===== config.mk =====
export PLATFORM = sky130hd
export DESIGN_NAME = pe_data_distributor
export DESIGN_NICKNAME = d
export VERILOG_FILES = /design/src/rtl/pe_data_distributor.sv
export SDC_FILE = /design/constraint.sdc
export NUM_CORES = 1
export LEC_CHECK = 0
export CAP_MARGIN = 40
export CORE_AREA = 2 2 111 113
export CTS_CLUSTER_SIZE = 20
export DETAILED_ROUTE_END_ITERATION = 8
export DIE_AREA = 0 0 113 115
export GPL_ROUTABILITY_DRIVEN = 0
export PLACE_DENSITY = 0.84
export SLEW_MARGIN = 20
export SYNTH_ARGS = -nofsm -noshare
export SYNTH_HDL_FRONTEND = slang
export SYNTH_SLANG_ARGS = --single-unit
export TNS_END_PERCENT = 1

===== constraint.sdc =====
create_clock -name clk -period 3.5 [get_ports clk]
set_input_delay 0.35 -clock clk [delete_from_list [all_inputs] [get_ports clk]]
set_output_delay 0.35 -clock clk [all_outputs]
set_load 0.01 [all_outputs]

===== src/rtl/pe_data_distributor.sv =====
// pe_data_distributor: scatters a single word stream into per-PE lane registers and presents each frame under valid/ready
//   clk, rst     : clock, synchronous active-high reset
//   in_valid/in_ready/in_last/mode/sel_in/data_in : input word stream (mode 0 addressed, 1 sequential)
//   out_valid/out_ready/data_out/lane_valid        : assembled frame towards the PE array
//   drop         : one-cycle pulse when an accepted word targets a lane >= NUM_PES
module pe_data_distributor #(
    parameter int NUM_PES   = 16,
    parameter int DATA_TYPE = 8,
    parameter int NUM_SEL   = $clog2(NUM_PES)
) (
    input  logic                           clk,
    input  logic                           rst,
    input  logic                           in_valid,
    output logic                           in_ready,
    input  logic                           in_last,
    input  logic                           mode,
    input  logic [NUM_SEL-1:0]             sel_in,
    input  logic [DATA_TYPE-1:0]           data_in,
    output logic                           out_valid,
    input  logic                           out_ready,
    output logic [NUM_PES*DATA_TYPE-1:0]   data_out,
    output logic [NUM_PES-1:0]             lane_valid,
    output logic                           drop
);
    typedef enum logic {FILL, PRESENT} state_t;
    state_t                 r_state, w_state_nx;
    logic [DATA_TYPE-1:0]   r_data [NUM_PES];
    logic [NUM_PES-1:0]     r_lane_valid;
    logic [NUM_SEL-1:0]     r_fill_ptr, w_lane;
    logic                   r_frame_open, r_mode_q, r_drop;
    logic                   w_mode, w_accept, w_in_range, w_done;
    assign in_ready   = (r_state == FILL) && !rst;
    assign out_valid  = r_state == PRESENT;
    assign w_accept   = in_valid && in_ready;
    // the first beat of a frame steers with the live mode; later beats use the latched one
    assign w_mode     = r_frame_open ? r_mode_q : mode;
    assign w_lane     = w_mode ? r_fill_ptr : sel_in;
    assign w_in_range = int'(w_lane) < NUM_PES;
    // writing the last lane in sequential mode closes the frame even without in_last
    assign w_done     = w_accept && (in_last || (w_mode && int'(w_lane) == NUM_PES - 1));
    assign lane_valid = r_lane_valid;
    assign drop       = r_drop;
    for (genvar g = 0; g < NUM_PES; g++) begin : g_lane
        assign data_out[g*DATA_TYPE +: DATA_TYPE] = r_data[g];
    end
    always_comb begin
        w_state_nx = r_state;
        if (r_state == FILL)
            w_state_nx = w_done ? PRESENT : FILL;
        else
            w_state_nx = out_ready ? FILL : PRESENT;
    end
    always_ff @(posedge clk) begin
        if (rst) begin
            r_state      <= FILL;
            r_lane_valid <= '0;
            r_fill_ptr   <= '0;
            r_frame_open <= 1'b0;
            r_mode_q     <= 1'b0;
            r_drop       <= 1'b0;
            for (int i = 0; i < NUM_PES; i++)
                r_data[i] <= '0;
        end else begin
            r_state <= w_state_nx;
            r_drop  <= w_accept && !w_in_range;
            if (w_accept) begin
                if (!r_frame_open) begin
                    r_mode_q     <= mode;
                    r_frame_open <= 1'b1;
                end
                if (w_mode)
                    r_fill_ptr <= r_fill_ptr + NUM_SEL'(1);
                if (w_in_range) begin
                    r_data[w_lane]       <= data_in;
                    r_lane_valid[w_lane] <= 1'b1;
                end
            end
            // data is kept after hand-off; lane_valid masks the stale lanes
            if (out_valid && out_ready) begin
                r_lane_valid <= '0;
                r_fill_ptr   <= '0;
                r_frame_open <= 1'b0;
            end
        end
    end
endmodule

==> results.tsv <==
metric	value	unit
setup tns final	0	ns
unrepaired setup endpoints after global routing	no	
Leak Pwr	3.01	nW
Max-cap violations	0	
fin crit period	2.54	ns
ranking of synthesized cells by area	edfxtp_1, and2_1, dfxtp_1, nor2b_1, o22ai_4	
EDFF count, synth	128	
CP startpoint kind	primary input	
ys async rst share	0	
gr busiest metal	met2	
VDD IR max	0.327	mV
Post-Syn Area	6020	sq um
Multi-input gate area	1620	sq um
all-layer global routing usage	0.228	
Post-DP Area	7780	sq um
Slew @ Worst Pin	0.915	ns
CP peak stage delay	0.55	ns
CTS root buf	clkbuf_16	
WL final	14.5	mm
run status	finished, violations left	
Sequential Area	4300	sq um
Worst Hold Class	flip-flop to flip-flop	
number of port buffers	163	
n_diodes	0	
# fillers	785	
period utilization	0.727	
Num CTS Buffers	17	
post-CTS sizing	0	
worst endpoint required time	3.57	ns
Pwr Total	0.00415	W
deepest clock path buffer count	2	
die width	113	microns
ys flop type	edfxtp_1	
met2 Use GR	0.392	
Via density	5.23	
Cells after Synth	411	
Slowest cell on crit path	o32a_1	
area delta synth->final	38.8	%
most common cell after layout, fill and taps aside	clkdlybuf4s50_1	
WP data arrival	2.61	ns
GR Util met3	0.0559	
share of layout cells above drive strength 1	0.0861	
Post-DP HPWL	9.94	mm
synth unique cells	43	
CP Capture Type	flip-flop	
relative slew slack	0.388	
Post-CTS Setup Inserts	0	
via count	3865	
post-synth top area share	0.638	
Slew Limit Fails	0	
initial antenna violation count	0	
Yosys warnings	0	
final setup fails	0	
Final Instance Area	8360	sq um
gr ovfl total	0	
CTS hold repair buffers	0	
# DRC	13	
Net Count, Synth	430	
Worst-path clk slew	0.06	ns
most frequent cells in the layout	clkdlybuf4s50_1, edfxtp_1, and2_1	
io pins	165	
crit-path max FO	10	
failing checks	design-rule violations	
GRT met1 Usage	0.271	
core area	11800	sq um
syn avg cell area	14.7	sq um
share of the yosys chip area belonging to registers	0.714	
Final ANT Viol Nets	0	
Starting Density	0.510	
Iteration-0 DRC Markers	339	
pwr/cell area	496	nW/um^2
vias in the first global route	3864	
first-pass GRT wire length	21.8	mm
fin nets	598	
H-tree depth	4	
Avg WL per Cell	19.6	microns
worst path cell trace	clkdlybuf4s50_1, nor3b_2, nand2_1, o32a_1, nand2b_1	
die area	13000	sq um
post-synthesis sequential element count	151	
max frequency	0.393	GHz
die height	115	microns
Detailed Routing Iterations Pass 1	7	
largest net degree at the start of global routing	24	
kind of critical path	primary input to flip-flop	
Clk Latency, worst-skew pair	0.41	ns
# rows	40	
leading area contributor after synthesis	edfxtp_1	
worst clock skew	0.00635	ns
CTS tree	yes	
Hold Vio Cnt, Final	0	
Num Clock Sinks	151	
-- final cells by class --
cell class | instances | area share
clock buffers | 18 | 0.0513
clock inverters | 14 | 0.0187
inverters | 5 | 0.00224
multi-input cells | 239 | 0.194
flip-flops and latches | 151 | 0.515
well taps | 147 | 0.0220
repair buffers | 165 | 0.197
-- cell families (layout without fill, tap and decap cells) --
| logic type | Yosys count | count (layout) | share of synthesized area |
|---|---|---|---|
| adders and majority gates | 1 | 1 | 0.00208 |
| DFF | 151 | 151 | 0.714 |
| xor gates and xnor gates | 3 | 3 | 0.00436 |
| AOI/OAI and AO/OA | 38 | 38 | 0.0586 |
| muxes | 3 | 3 | 0.00581 |
| other | 1 | 1 | 0.000622 |
| buffers and inverters | 21 | 202 | 0.0162 |
| and+or+nand+nor | 193 | 193 | 0.198 |
-- per-stage QoR --
stage | hold WS, ns | setup WS, ns | utilization | std cells
floorplan | 0.470 | 1.30 | - | 411
finish | 0.465 | 0.957 | 0.708 | 739
global placement | 0.438 | 0.763 | 0.658 | 707
global route | 0.487 | 0.877 | 0.708 | 739
detailed placement | 0.443 | 0.603 | 0.658 | 707
CTS | 0.458 | 1.02 | 0.708 | 739
-- registers in the layout, indices dropped and copies added (netlist names) --
register and cells:
lane_valid 16, r_fill_ptr 4, r_mode_q 1, r_frame_open 1, out_valid 1, r_data 128
-- path summary, 6_finish.rpt --
kind | start | to | slack, ns | depth (start not counted)
worst min register to register | lane_valid[10] | lane_valid[10] | 0.47 | 2
worst max register to register | out_valid | r_data[11][7] | 1.01 | 4
worst min-delay path | lane_valid[10] | lane_valid[10] | 0.47 | 2
worst max-delay path | in_valid | r_data[11][7] | 0.96 | 5
-- power breakdown --
part / total, W / switching [W] / internal [W] / leakage (nW)
clock: 0.00180 / 0.000686 / 0.00111 / 0.279
sequential: 0.00204 / 0.0000258 / 0.00201 / 1.52
combinational: 0.000315 / 0.000165 / 0.000150 / 1.22
-- cell usage after synthesis, drive strengths merged, types with 2 or more instances --
cell type / n
edfxtp: 128
and2: 96
nor2b: 34
dfxtp: 23
clkbuf: 13
or2: 12
nand2: 11
a21oi: 10
nor2: 10
o21a: 10
o22ai: 8
nand2b: 7
or3: 6
a21o: 5
inv: 5
buf: 3
nand3: 3
mux2i: 2
nand3b: 2
nor3: 2
nor4b: 2
o22a: 2
o32a: 2
or4b: 2
xor2: 2
-- critical path, delay by kind of cell --
kind	cells	cell delay, ns
and+or+nand+nor	3	1.18
AOI/OAI and AO/OA	1	0.55
buffers and inverters	1	0.54
-- routing by layer --
| metal | part of all wire | vias to the layer above |
|---|---|---|
| met5 | 0 | - |
| met4 | 0.023 | 0 |
| met3 | 0.079 | 20 |
| met2 | 0.52 | 193 |
| met1 | 0.38 | 1861 |
| li1 | - | 1791 |
(Power assumes the default switching activity.)
